**config.mk**
```make
export PLATFORM = sky130hd
export DESIGN_NAME = fp16_mul_byte_driver
export DESIGN_NICKNAME = d
export VERILOG_FILES = /design/src/rtl/fp16_mul_byte_driver.sv
export SDC_FILE = /design/constraint.sdc
export NUM_CORES = 1
export LEC_CHECK = 0
export CORE_MARGIN = 5
export CORE_UTILIZATION = 40
export CTS_CLUSTER_DIAMETER = 40
export DETAILED_ROUTE_END_ITERATION = 6
export PLACE_DENSITY_LB_ADDON = 0.12
export SKIP_CTS_REPAIR_TIMING = 1
export SLEW_MARGIN = 20
export SYNTH_ARGS = -nofsm -noshare
export SYNTH_HDL_FRONTEND = slang
export SYNTH_SLANG_ARGS = --single-unit
```
**constraint.sdc**
```tcl
create_clock -name clk -period 2.22 [get_ports clk]
set_input_delay 0.444 -clock clk [delete_from_list [all_inputs] [get_ports clk]]
set_output_delay 0.444 -clock clk [all_outputs]
set_load 0.01 [all_outputs]
```
**src/rtl/fp16_mul_byte_driver.sv**
```systemverilog
// Host-side initiator for the byte-serial FP16 multiplier tile: start byte, operand bytes, then
// captures the two result bytes at a fixed offset and presents them on a valid/ready port.
module fp16_mul_byte_driver #(
  parameter logic [7:0] START_CODE = 8'h01,
  parameter int         CAP_LO_OFS = 10
) (
  input  logic        clk,
  input  logic        rst_n,
  input  logic        op_valid,
  output logic        op_ready,
  input  logic [15:0] op_a,
  input  logic [15:0] op_b,
  output logic        res_valid,
  input  logic        res_ready,
  output logic [15:0] res_data,
  output logic        busy,
  output logic [7:0]  tx_ui,
  output logic [7:0]  tx_uio,
  input  logic [7:0]  rx_uo
);

  if (START_CODE == 8'h00) begin : g_bad_start
    $error("fp16_mul_byte_driver: START_CODE must be nonzero");
  end
  // The SEND phase owns counter values 0..2, and the counter must reach CAP_LO_OFS+1 in 4 bits.
  if (CAP_LO_OFS < 4 || CAP_LO_OFS > 14) begin : g_bad_ofs
    $error("fp16_mul_byte_driver: CAP_LO_OFS out of range 4..14");
  end

  localparam logic [3:0] WAIT_LAST = 4'(CAP_LO_OFS - 1);

  typedef enum logic [2:0] {IDLE, SEND, WAIT, CAP_LO, CAP_HI} state_t;

  state_t      state;
  logic [3:0]  cnt;
  logic [15:0] a_q;
  logic [15:0] b_q;
  logic [7:0]  lo_byte;
  logic        accept;

  assign op_ready = (state == IDLE) && (!res_valid || res_ready);
  assign accept   = op_valid && op_ready;

  // The counter value always equals the c-index of the current cycle within a transaction.
  always_ff @(posedge clk) begin
    if (!rst_n) begin
      state     <= IDLE;
      cnt       <= 4'd0;
      a_q       <= 16'h0000;
      b_q       <= 16'h0000;
      lo_byte   <= 8'h00;
      tx_ui     <= 8'h00;
      tx_uio    <= 8'h00;
      res_valid <= 1'b0;
      res_data  <= 16'h0000;
      busy      <= 1'b0;
    end else begin
      if (res_valid && res_ready) res_valid <= 1'b0;
      case (state)
        IDLE: begin
          if (accept) begin
            a_q    <= op_a;
            b_q    <= op_b;
            cnt    <= 4'd0;
            tx_ui  <= START_CODE;
            tx_uio <= 8'h00;
            busy   <= 1'b1;
            state  <= SEND;
          end
        end
        SEND: begin
          cnt <= cnt + 4'd1;
          case (cnt)
            4'd0: begin
              tx_ui  <= a_q[7:0];
              tx_uio <= b_q[7:0];
            end
            4'd1: begin
              tx_ui  <= a_q[15:8];
              tx_uio <= b_q[15:8];
            end
            default: begin
              tx_ui  <= 8'h00;
              tx_uio <= 8'h00;
              state  <= WAIT;
            end
          endcase
        end
        WAIT: begin
          cnt <= cnt + 4'd1;
          if (cnt == WAIT_LAST) state <= CAP_LO;
        end
        CAP_LO: begin
          cnt     <= cnt + 4'd1;
          lo_byte <= rx_uo;
          state   <= CAP_HI;
        end
        CAP_HI: begin
          res_data  <= {rx_uo, lo_byte};
          res_valid <= 1'b1;
          busy      <= 1'b0;
          state     <= IDLE;
        end
        default: begin
          state <= IDLE;
          busy  <= 1'b0;
        end
      endcase
    end
  end

endmodule

```
Word-level counts from Yosys, hierarchy flattened
Cells that the tools add are included.
{"block": "word_totals", "regBits": 81, "input_bits": 44, "output_inout_bits": 35, "elab_cells": 54}
{"block": "classes", "n_addsub": 1, "n_eq_ne": 9, "n_mux": 16, "bitwise_logic": 1, "n_reduce_logical": 17}
{"cell": "one-hot mux 8 bit (2 select lines)", "n": 4}
{"cell": "two-way mux 8 bit", "n": 2}
{"cell": "one-hot mux 3 bit (4 select lines)", "n": 1}
{"cell": "two-way mux 3 bit", "n": 3}
{"cell": "one-hot mux 4 bit (2 select lines)", "n": 1}
{"cell": "AND reduction 2 bit", "n": 4}
{"cell": "== test 3 x 2 -> 1 bit (second input constant)", "n": 2}
{"cell": "inequality test 2 bit (second input constant)", "n": 3}
{"cell": "nonzero test 2 bit", "n": 3}
{"cell": "adder 4 x 1 -> 4 bit (second input constant)", "n": 1}
{"cell": "== test 4 x 1 -> 1 bit (second input constant)", "n": 1}
{"cell": "== test 4 bit (second input constant)", "n": 1}
{"cell": "zero test 4 bit", "n": 1}
{"cell": "two-way mux 4 bit", "n": 1}
{"cell": "== test 3 x 1 -> 1 bit (second input constant)", "n": 1}
{"cell": "== test 3 bit (second input constant)", "n": 1}
{"cell": "logical AND 1 bit", "n": 3}
{"cell": "zero test 3 bit", "n": 1}
{"cell": "two-way mux 1 bit", "n": 3}
{"cell": "AND reduction 3 bit", "n": 1}
{"cell": "OR reduction 3 bit", "n": 1}
{"cell": "one-hot mux 1 bit (2 select lines)", "n": 1}
{"cell": "OR reduction 2 bit", "n": 1}
{"cell": "zero test 1 bit", "n": 1}
{"cell": "other kinds (2)", "n": 2}

Depth between registers and ports, before layout
{"block": "logic_depth", "word_depth": 6, "ltp_mapped": 7, "mapped_depth_nobuf": 5}

Worst setup path after synthesis
Ideal clock, no wire load.
{"block": "synth_timing", "kind": "in2reg", "start": "input res_ready", "end": "register tx_ui[0]", "setup_time_ns": 0.122, "arrival_ns": 1.276, "path_slack_ns": 0.822, "path_stages": 4, "n_path_buf": 1, "cell_sequence": "nand2b_1 -> and4b_1 -> buf_6 -> o311a_1"}
{"block": "synth_between", "elab_chain_len": 5}
{"item": "start: declaration", "line": "14", "rtl": "input logic res_ready,"}
{"item": "logical OR 1 bit", "line": "41", "rtl": "assign op_ready = (state == IDLE) && (!res_valid || res_ready);"}
{"item": "logical AND 1 bit", "line": "41"}
{"item": "logical AND 1 bit", "line": "42", "rtl": "assign accept = op_valid && op_ready;"}
{"item": "inequality test 2 bit (no source line)"}
{"item": "AND reduction 2 bit (no source line)"}
{"item": "end signal: assignment", "line": "75", "rtl": "tx_ui <= a_q[7:0];"}
{"item": "end signal: assignment", "line": "79", "rtl": "tx_ui <= a_q[15:8];"}
{"item": "end: declaration", "line": "17", "rtl": "output logic [7:0] tx_ui,"}
Every way passes these cells.
A chain may end at the register's enable or synchronous reset.

Worst setup path after layout
{"block": "layout_timing", "start": "input res_ready", "end": "output op_ready"}
{"block": "layout_between", "elab_chain_len": 2}
{"item": "logical OR 1 bit", "line": "41"}
{"item": "logical AND 1 bit", "line": "41"}
{"item": "end: declaration", "line": "10", "rtl": "output logic op_ready,"}
Every way passes these cells.

==> results.sh <==
export IMPL_grt_usage_pct=15.39
export IMPL_ir_drop_mv=0.3674
export IMPL_gr_total_overflow=0
export IMPL_cts_tree="done"
export IMPL_wl_per_cell_um=14.46
export IMPL_hp_class="register to register"
export IMPL_synth_xor_area_share_pct=0
export IMPL_leakage_nw=1.562
export IMPL_synth_simple_gate_area_share_pct=19.61
export IMPL_syn_avg_cell_area_um2=9.706
export IMPL_yosysSeqAreaShare_pct=47.06
export IMPL_cts_made_buffers=9
export IMPL_synth_top_family_by_area="compound AO/OA/AOI/OAI gates"
export IMPL_grt_max_degree=53
export IMPL_fp_dieW_um=102.8
export IMPL_drt_iter0_markers=140
export IMPL_grt_antenna_before_repair=0
export IMPL_synth_compound_area_share_pct=24.07
export IMPL_antenna_cells=0
export IMPL_rows=33
export IMPL_post_route_min_period_ns=2.152
export IMPL_gp_congestion=0.7515
export IMPL_yosysWarnings=0
export IMPL_synth_cell_area_mm2=0.003446
export IMPL_h_tree_depth=3
export IMPL_async_flop_share_pct=0
export IMPL_syn_nets=402
export IMPL_dr_pass1_iters=4
export IMPL_start_util_pct=41.52
export IMPL_synth_area_leaders="dfxtp_1, a21boi_2, nand2_1"
export IMPL_synth_most_common_cell="dfxtp_1"
export IMPL_max_cap_viol_count=0
export IMPL_antenna_left=0
export IMPL_worst_slack_ns=0.06770
export IMPL_yosys_register_bits=81
export IMPL_fin_util_pct=53.14
export IMPL_drcViolationCount=0
export IMPL_finalNetCount=471
export IMPL_final_layout_size_suffix_gt1_share_pct=18.93
export IMPL_yosys_area_top_type_share_pct=47.06
export IMPL_num_vias=2651
export IMPL_pwr_density_cell_mw_per_mm2=649.4
export IMPL_grt_pass1_vias=2649
export IMPL_finalSetupTns_ns=0
export IMPL_die_y_um=102.8
export IMPL_endpoint_kind="output port"
export IMPL_synth_adder_area_share_pct=1.089
export IMPL_fin_worst_skew_ns=0.006051
export IMPL_cts_root_buffer="clkbuf_8"
export IMPL_fin_crit_sh_pct=96.95
export IMPL_setup_violations=0
export IMPL_muxShareOfSynthArea_pct=2.614
export IMPL_dp_hpwl_um=5273
export IMPL_worst_pin_slew_ns=0.6991
export IMPL_rsz0062_at_grt="false"
export IMPL_synth_edf_count=0
export IMPL_worstPathArrival_ns=1.71
export IMPL_fp_coreArea_mm2=0.008299
export IMPL_syn_inst=355
export IMPL_dp_slack_ns=0.05567
export IMPL_worstPathMaxFanout=2
export IMPL_worstPathRequired_ns=1.78
export IMPL_ioPinCount=79
export IMPL_hold_violations=0
export IMPL_synthToLayoutAreaGrowth_pct=28.00
export IMPL_cts_buffer_depth=2
export IMPL_whs_ns=0.4546
export IMPL_clk_pin_slew_worst_paths_ns=0.08
export IMPL_die_area_mm2=0.01057
export IMPL_yosysTopAreaCell="dfxtp_1"
export IMPL_slew_viol_final=0
export IMPL_relSlewSlack_pct=53.39
export IMPL_nFillCells=790
export IMPL_synthFlopType="dfxtp_1"
export IMPL_outcome="finished, final reports clean"
export IMPL_max_freq_mhz=464.6
export IMPL_clock_latency_ns=0.34
export IMPL_p_total_mw=2.864
export IMPL_via_per_inst=4.974
export IMPL_grt_pass1_wl_um=12790
export IMPL_synth_cell_type_count=35
export IMPL_routed_wl_um=7708
export IMPL_io_buffers=78
export IMPL_cts_sinks=81
export IMPL_synth_common_cells="dfxtp_1, nand2_1, a21boi_2, nand2_2"
export IMPL_crit_path_start_kind="primary input"
export IMPL_critical_path_class="primary input to output port"
-- final timing paths --
kind	start	to	slack, ns	cells past startpoint
max	res_ready	op_ready	0.07	4
min	res_data[13]	res_data[13]	0.45	2
max reg2reg	state[0]	tx_uio[1]	0.48	3
min reg2reg	res_data[13]	res_data[13]	0.45	2
-- final cells by class --
| cell class | count | area, µm² | share of cell area (%) |
|---|---|---|---|
| Clock buffer | 12 | 145.1 | 3.291 |
| Clock inverter | 3 | 17.52 | 0.3972 |
| Inverter | 2 | 7.507 | 0.1702 |
| Multi-Input combinational cell | 245 | 1634 | 37.05 |
| Sequential cell | 81 | 1622 | 36.77 |
| Tap cell | 105 | 131.4 | 2.979 |
| Timing Repair Buffer | 85 | 853.3 | 19.35 |
-- registers in the layout, indices dropped and copies added (netlist names) --
name       count
a_q           16
state          3
tx_uio         8
b_q           16
tx_ui          8
res_valid      1
cnt            4
busy           1
res_data      16
lo_byte        8
-- placed cells by master, fill, tap and decap left out --
cell             Yosys  final
dfxtp_1             81     81
clkdlybuf4s50_1      0     77
nand2_1             73     73
nand2_2             29     29
a21boi_2            29     29
a22oi_1             16     16
o2bb2ai_1           16     16
a21boi_0            13     13
nor2b_1             12     12
clkbuf_8             0     10
mux2i_1              9      9
nor2_1               8      8
a21boi_1             7      7
o21ai_0              5      5
buf_4                3      5
a21oi_1              4      4
nand3_1              3      3
ha_1                 3      3
inv_1                2      2
nand2b_1             2      2
nand4b_1             2      2
and2_1               2      2
o22ai_1              2      2
clkbuf_1            13      2
clkinv_2             0      2
buf_12               3      2
nor2_8               1      1
and3b_1              1      1
and4b_2              0      1
nand3b_1             1      1
o31a_1               1      1
and3_1               1      1
nor3_1               1      1
o31ai_1              1      1
o311a_1              1      1
a22o_1               1      1
clkinvlp_4           0      1
buf_2                6      1
-- layer usage --
metal  up-vias  track usage (%)  part of all wire [%]
met4         0            3.586                  0.77
met1      1232            18.61                    44
met3         5            7.307                   9.4
li1       1346                -                     -
met2        68            24.98                    46
met5         -                0                     0
-- where the power goes --
part / switching (mW) / total, mW / internal, mW
clock: 0.497 / 0.925 / 0.428
combinational: 0.194 / 0.395 / 0.202
sequential: 0.0365 / 1.54 / 1.51
total: 0.727 / 2.86 / 2.14
-- critical path: stages --
cell             delay, ns
clkdlybuf4s50_1       0.45
nand2b_1              0.12
and3b_1               0.16
clkdlybuf4s50_1       0.53
-- metrics by stage --
stage | instance area [µm²] | cells
2_1_floorplan | 3446 | 355
3_3_place_gp | 4248 | 518
3_5_place_dp | 4248 | 518
4_1_cts | 4410 | 533
5_1_grt | 4410 | 533
6_report | 4410 | 533
-- logic make-up after synthesis --
kind of cell,count (synthesis)
mux,9
compound gates,96
simple gates,137
buf+inv,29
flops,81
fa+ha+maj,3
Note: power is estimated with default switching activity, not from simulation.
